**src/rtl/sram_wbqueue.sv**
```systemverilog
// Pipelined Wishbone request queue feeding a one-request-at-a-time async-SRAM controller.
// Requests are buffered, issued downstream serially, and acked upstream in request order.
module sram_wbqueue #(
  parameter int unsigned AW     = 15,
  parameter int unsigned DW     = 32,
  parameter int unsigned LGFIFO = 2
) (
  input  logic            i_clk,
  input  logic            i_reset,
  // Upstream (bus master side)
  input  logic            i_wb_cyc,
  input  logic            i_wb_stb,
  input  logic            i_wb_we,
  input  logic [AW-1:0]   i_wb_addr,
  input  logic [DW-1:0]   i_wb_data,
  input  logic [DW/8-1:0] i_wb_sel,
  output logic            o_wb_stall,
  output logic            o_wb_ack,
  output logic [DW-1:0]   o_wb_data,
  // Downstream (SRAM controller side)
  output logic            o_dn_cyc,
  output logic            o_dn_stb,
  output logic            o_dn_we,
  output logic [AW-1:0]   o_dn_addr,
  output logic [DW-1:0]   o_dn_data,
  output logic [DW/8-1:0] o_dn_sel,
  input  logic            i_dn_stall,
  input  logic            i_dn_ack,
  input  logic [DW-1:0]   i_dn_data
);

  localparam int unsigned SW    = DW / 8;
  localparam int unsigned FW    = 1 + AW + DW + SW;
  localparam int unsigned Depth = 1 << LGFIFO;
  localparam int unsigned CW    = LGFIFO + 1;

  localparam logic [LGFIFO-1:0] PtrOne  = LGFIFO'(1);
  localparam logic [CW-1:0]     CntOne  = CW'(1);
  localparam logic [CW-1:0]     CntFull = CW'(Depth);

  typedef enum logic [1:0] {
    StIdle,
    StIssue,
    StWait,
    StDrain
  } state_e;

  state_e            state_q;
  logic [FW-1:0]     mem_q [Depth];
  logic [LGFIFO-1:0] wr_ptr_q;
  logic [LGFIFO-1:0] rd_ptr_q;
  logic [CW-1:0]     count_q;

  logic              push;
  logic              pop;
  logic [FW-1:0]     head;

  assign o_wb_stall = (count_q == CntFull) || (state_q == StDrain);
  assign push       = i_wb_cyc && i_wb_stb && !o_wb_stall;
  // Only the idle state pulls from the queue, so one downstream request is ever outstanding.
  assign pop        = (state_q == StIdle) && i_wb_cyc && (count_q != '0);
  assign head       = mem_q[rd_ptr_q];

  always_ff @(posedge i_clk) begin
    if (push) begin
      mem_q[wr_ptr_q] <= {i_wb_we, i_wb_addr, i_wb_data, i_wb_sel};
    end
  end

  always_ff @(posedge i_clk) begin
    if (i_reset) begin
      state_q  <= StIdle;
      wr_ptr_q <= '0;
      rd_ptr_q <= '0;
      count_q  <= '0;
      o_wb_ack <= 1'b0;
      o_dn_cyc <= 1'b0;
      o_dn_stb <= 1'b0;
    end else begin
      o_wb_ack <= 1'b0;

      // A dropped CYC discards everything still queued.
      if (!i_wb_cyc) begin
        rd_ptr_q <= wr_ptr_q;
        count_q  <= '0;
      end else begin
        if (push) begin
          wr_ptr_q <= wr_ptr_q + PtrOne;
        end
        if (pop) begin
          rd_ptr_q <= rd_ptr_q + PtrOne;
        end
        if (push && !pop) begin
          count_q <= count_q + CntOne;
        end else if (pop && !push) begin
          count_q <= count_q - CntOne;
        end
      end

      unique case (state_q)
        StIdle: begin
          if (pop) begin
            {o_dn_we, o_dn_addr, o_dn_data, o_dn_sel} <= head;
            o_dn_cyc <= 1'b1;
            o_dn_stb <= 1'b1;
            state_q  <= StIssue;
          end else begin
            o_dn_cyc <= 1'b0;
          end
        end

        StIssue: begin
          if (!i_wb_cyc) begin
            o_dn_cyc <= 1'b0;
            o_dn_stb <= 1'b0;
            state_q  <= StDrain;
          end else if (!i_dn_stall) begin
            o_dn_stb <= 1'b0;
            state_q  <= StWait;
          end
        end

        StWait: begin
          if (!i_wb_cyc) begin
            // An ack arriving with the abort belongs to discarded work.
            o_dn_cyc <= 1'b0;
            o_dn_stb <= 1'b0;
            state_q  <= StDrain;
          end else if (i_dn_ack) begin
            o_wb_ack  <= 1'b1;
            o_wb_data <= i_dn_data;
            o_dn_cyc  <= (count_q != '0);
            state_q   <= StIdle;
          end
        end

        StDrain: begin
          o_dn_cyc <= 1'b0;
          o_dn_stb <= 1'b0;
          if (!i_dn_stall && !i_dn_ack) begin
            state_q <= StIdle;
          end
        end

        default: state_q <= StIdle;
      endcase
    end
  end

endmodule
```
**config.mk**
```make
export PLATFORM = sky130hd
export DESIGN_NAME = sram_wbqueue
export DESIGN_NICKNAME = d
export VERILOG_FILES = /design/src/rtl/sram_wbqueue.sv
export SDC_FILE = /design/constraint.sdc
export NUM_CORES = 1
export LEC_CHECK = 0
export CORE_ASPECT_RATIO = 0.7
export CORE_MARGIN = 1.5
export CORE_UTILIZATION = 59
export CTS_BUF_LIST = sky130_fd_sc_hd__clkbuf_4
export DETAILED_ROUTE_END_ITERATION = 16
export PLACE_DENSITY_LB_ADDON = 0.05
export SYNTH_ARGS = -nofsm -noshare
export SYNTH_HDL_FRONTEND = slang
export SYNTH_SLANG_ARGS = --single-unit
```
**constraint.sdc**
```tcl
create_clock -name i_clk -period 9.7 [get_ports i_clk]
set_input_delay 0.97 -clock i_clk [delete_from_list [all_inputs] [get_ports i_clk]]
set_output_delay 0.97 -clock i_clk [all_outputs]
set_load 0.005 [all_outputs]
```
## Word-level counts from Yosys, hierarchy flattened

Memories as Yosys holds them, arrays and structs flattened. A register that Yosys moved wholly into a read port is not among the register bits.
Cells that the tools add are included.

- Bits in writable memories: 208
- Output and inout bits: 88
- Logic and storage cells: 74
- Bits in registers: 44
- Memories kept: 1

- Bitwise gates (word level): 3
- Muxes and demuxes: 23
- Reduce and logical (&&, ||, !) cells: 24
- Add/subtract/negate cells: 4
- Equal/unequal tests: 11

Memory list:

| name | words | width | rd ports | clocked after memory_dff | write ports | line | RTL |
|---|---|---|---|---|---|---|---|
| mem_q | 4 | 52 | 1 | 1 | 1 | 49 | `logic [FW-1:0] mem_q [Depth];` |

Operators by type and width:

| kind | count |
|---|---|
| 2-bit 2-to-1 mux | 8 |
| 1-bit 2-to-1 mux | 10 |
| 1-bit case mux with 4 select lines | 2 |
| 2-bit case mux with 4 select lines | 1 |
| 4-bit AND reduction | 2 |
| 1-bit logical AND | 7 |
| 3-bit 2-to-1 mux | 2 |
| 2-bit != test, second input constant | 3 |
| 3-bit != test, second input constant | 2 |
| 3-bit AND reduction | 2 |
| 1-bit zero test | 5 |
| 2-bit by 1-bit adder with 2-bit output, second input constant | 2 |
| 2-bit equality test, second input constant | 2 |
| 2-bit by 1-bit != test with 1-bit output, second input constant | 2 |
| 2-bit AND reduction | 2 |
| 3-bit by 1-bit adder with 3-bit output, second input constant | 1 |
| 3-bit equality test, second input constant | 1 |
| 1-bit inverter | 3 |
| 3-bit nonzero test | 1 |
| 3-bit OR reduction | 1 |
| 3-bit by 1-bit subtractor with 3-bit output, second input constant | 1 |
| 2-bit by 1-bit equality test with 1-bit output, second input constant | 1 |
| 2-bit zero test | 1 |
| 2-bit nonzero test | 1 |
| 2 further kinds | 2 |

## Logic depth before layout (Yosys ltp)

- Word-level depth: 8
- Depth in mapped cells: 10
- Depth with buffers taken out: 8

## Worst setup path after synthesis

Ideal clock, no wire load.

- Path kind: input to register
- Start point: in i_wb_cyc
- End point: reg o_dn_addr[0] (enable)
- Path slack: 5.524 ns
- Data arrival time: 3.713 ns
- Path buffers: 1
- Data required time: 9.237 ns
- Setup time: 0.463 ns
- Stages: 4
- Cells stage by stage: nand2b_4 -> or3b_1 -> buf_6 -> nor2_1

- Longest elaborated chain between the ends: 3

Ends and longest elaborated chain:

| element | line | RTL |
|---|---|---|
| from (decl) | 11 | `input logic i_wb_cyc,` |
| 1-bit logical AND (2 in a row) | 61 | `assign pop = (state_q == StIdle) && i_wb_cyc && (count_q != '0);` |
| 3-bit AND reduction (no line) | - |  |
| to (signal assigned) | 103 | `{o_dn_we, o_dn_addr, o_dn_data, o_dn_sel} <= head;` |
| to (decl) | 24 | `output logic [AW-1:0] o_dn_addr,` |

No other way between the ends.
A chain may end at the register's enable or synchronous reset.

## Final worst setup path

- Start point: in i_wb_cyc
- End point: reg count_q[2]

- Longest elaborated chain between the ends: 5

Ends and longest elaborated chain:

| element | line | RTL |
|---|---|---|
| 1-bit logical AND (on tied branches) (2 in a row) | 61, 59 |  |
| 1-bit zero test (on tied branches) | 93, 95 |  |
| 1-bit logical AND (on tied branches) | 93, 95 |  |
| 3-bit 2-to-1 mux or 2-bit nonzero test (tied branches) | - |  |
| to (signal assigned) | 94 | `count_q <= count_q + CntOne;` |
| to (signal assigned) | 96 | `count_q <= count_q - CntOne;` |
| to (decl) | 52 | `logic [CW-1:0] count_q;` |

Parallel ways exist; a longest one is shown, timed or not.

==> reports/metrics.yaml <==
drt:
  routed_wl_um: 19300
  ant_nets: 0
  dr.pass1.iters: 4
  drcViolationCount: 0
  routed_via_density: 5.38
  vias: 5198
  wl_per_cell_um: 20.0
  drtIter0Drc: 344
sta:
  fin_crit_ns: 3.12
  fin_skew_ns: 0.0269
  max_slew_margin_pct: 26.0
  period_share_pct: 32.2
  setup_viol: 0
  fmax_mhz: 320
  rsz0062_at_grt: "false"
  finalMaxSlewViolations: 0
  hold_viol: 0
  finalSetupTns_ns: 0
  tightest_slew_ns: 1.11
synth:
  synth_top_area_cell: "edfxtp_1"
  synth_edf_count: 292
  avgSynthCellArea_um2: 24.4
  synth_cell_types: 38
  ys_seq_elements: 304
  synth_nets: 537
  synth.top_cells.by_count: "292 x edfxtp_1, 52 x mux4_2, 12 x dfxtp_1, 12 x nor2_1"
  async_reset_ff_share_pct: 0
  dominantRegCellSynth: "edfxtp_1"
  synth_top_area_share_pct: 81.4
  synth.area.top_cells: "edfxtp_1 81%, mux4_2 11%, dfxtp_1 2.2%"
  yosysMostFrequentCell: "edfxtp_1"
  ys_seq_area_share_pct: 83.6
  syn_area_um2: 10800
  synthCells: 441
  ys_warn_count: 0
global_routing:
  grt_use_met3_pct: 9.63
  grt_first_pass_wirelength_um: 29700
  antenna_found_initial: 0
  overflow: 0
  grt_usage_pct: 21.6
  grt_max_degree: 55
  grt_use_met1_pct: 28.7
  grt_util_met2_pct: 32.4
  gr-max-usage-layer: "met2"
  grt_pass1_vias: 5604
setup_path:
  cp_slowest_cell: "clkdlybuf4s50_1"
  rr_worst_depth: 8
  path_max_fanout: 11
  crit_type: "in -> reg"
  worstReg2RegEnd: "count_q[2]"
  cp.buffers_inverters: 2
  cp-endpoint: "count_q[2]"
  critPathLaunchType: "input port"
  path_depth: 9
  cp.arrival_ns: 3.69
  cp-end-kind: "flip-flop"
  critPathMaxStageDelay_ns: 0.77
  cpLargestDelayFamily: "buffers and inverters"
  reg2reg_slack_ns: 7.15
  crit_start: "i_wb_cyc"
  timing.rr.start: "count_q[2]"
  worstPathRequired_ns: 10.27
  path_cells: "clkdlybuf4s50_1 -> nand2_1 -> a221oi_2 -> ha_1 -> inv_1 -> fa_1 -> xor2_1 -> or3_1 -> a21oi_1"
clock_tree:
  cts_root_buf: "clkbuf_4"
  cts_setup_buffers: 0
  clock-sinks: 304
  numCtsBuffers: 70
  cts_tree: "yes"
  ctsHoldBuffers: 0
  cts-resized-gates: 0
  clock_latency_ns: 0.65
  htree_levels: 3
  path_clk_slew_ns: 0.06
  cts_buffer_depth: 3
die:
  design.core.area_um2: 18000
  rows: 41
  ios: 178
  initial_core_util_pct: 60.0
  die_w_um: 165
  die_h_um: 116
  die_area_um2: 19100
pwr:
  pwr-share-comb_pct: 6.0
  power_leakage_nw: 4.49
  power.density_nw_per_um2: 195
  seq_power_share_pct: 56.3
  p_switching_w: 0.000545
  p_int_w: 0.00212
  worst_ir_drop_vdd_mv: 0.137
  swShare_pct: 20.4
  clockPowerShare_pct: 37.6
finish:
  diodes: 0
  finish.net_count: 776
  layout-drive-gt1-share_pct: 25.5
  final_core_utilization_pct: 76.4
  area_growth_pct: 27.2
run_status:
  outcome: "finished, final reports clean"
place:
  port_buffers: 177
  dp_hpwl_um: 11400
  gp_congestion: 0.840
worst_hold_path:
  hp-class: "reg -> reg"
flow_run:
  maxCapViolations: 0
## layer usage
layer / vias up / share of wire, %
met5: - / 0
met4: 0 / 1.2
met1: 2597 / 41
li1: 2346 / -
met3: 20 / 11
met2: 235 / 47
## cells in the final DEF, fill, tap and decap left out, types with 2 or more instances in the layout
cell type	netlist	final
edfxtp_1	292	292
nor2_1	12	11
a21oi_1	6	6
nand2_1	5	5
clkbuf_4	0	105
mux2i_1	3	3
clkinv_1	0	11
buf_4	1	7
mux4_2	52	52
xor2_1	3	3
a211oi_1	2	2
clkdlybuf4s50_1	0	177
bufinv_16	0	2
ha_1	5	5
and2_2	0	4
dfxtp_1	12	10
inv_1	6	6
clkinv_2	0	2
o21ai_0	2	2
inv_2	0	2
## tightest hold or removal path: cells and delay by family (launching register included)
kind | cells | cell delay (ns)
AO/OA/AOI/OAI | 2 | 0.16
flip-flops | 1 | 0.32
## how the worst min path moves through the flow
stage                     startpoint       end  slack (ns)  cells past startpoint
final                       o_dn_stb  o_dn_stb        0.54                      2
after global routing        o_dn_stb  o_dn_stb        0.54                      2
after global placement      o_dn_stb  o_dn_stb        0.48                      2
after floorplan             o_dn_stb  o_dn_stb        0.47                      2
after detailed placement    o_dn_stb  o_dn_stb        0.53                      2
after CTS                   o_dn_stb  o_dn_stb        0.54                      2
## stage by stage
stage	instance area, um^2	power, W	hold WS, ns	cells	setup WS [ns]
global placement	12800	0.00169	0.479	844	6.07
global route	13700	0.00279	0.539	966	6.49
finish	13700	0.00267	0.539	966	6.58
detailed placement	12800	0.00170	0.533	844	5.96
floorplan	10800	0.00161	0.469	441	5.52
CTS	13700	0.00270	0.539	966	6.66
## kinds of logic (layout without fill, tap and decap cells)
| family | after synthesis | count (layout) | synth area share, % |
|---|---|---|---|
| buffers and inverters | 23 | 312 | 1.27 |
| xor gates and xnor gates | 5 | 5 | 0.476 |
| AOI/OAI and AO/OA | 16 | 16 | 1.11 |
| DFF | 304 | 304 | 83.6 |
| and+or+nand+nor | 32 | 32 | 1.61 |
| muxes | 55 | 55 | 11.1 |
| adders and majority gates | 6 | 6 | 0.766 |
## final cells by class
type                    instances  area [um^2]
clock buffers                 105          788
clock inverters                17          119
well taps                     236          295
inverters                       6         22.5
fillers                      1009         4250
flip-flops and latches        304         9010
repair buffers                184         1820
multi-input cells             114         1650
## power by group through the flow
stage / combinational, W / sequential [W] / clock (W)
6_report: 0.000161 / 0.00150 / 0.00100
5_1_grt: 0.000173 / 0.00151 / 0.00111
4_1_cts: 0.000163 / 0.00150 / 0.00103
3_5_place_dp: 0.000163 / 0.00153 / 0
3_3_place_gp: 0.000157 / 0.00153 / 0
2_1_floorplan: 0.0000900 / 0.00152 / 0
## registers in the layout, summed over array words and instances, names as in the netlist
register / flops
count_q: 3
o_dn_data: 32
o_dn_addr: 15
state_q: 2
o_dn_we: 1
wr_ptr_q: 2
o_dn_sel: 4
mem_q: 208
o_wb_data: 32
o_wb_ack: 1
o_dn_cyc: 1
rd_ptr_q: 2
o_dn_stb: 1
(Power assumes the default switching activity.)
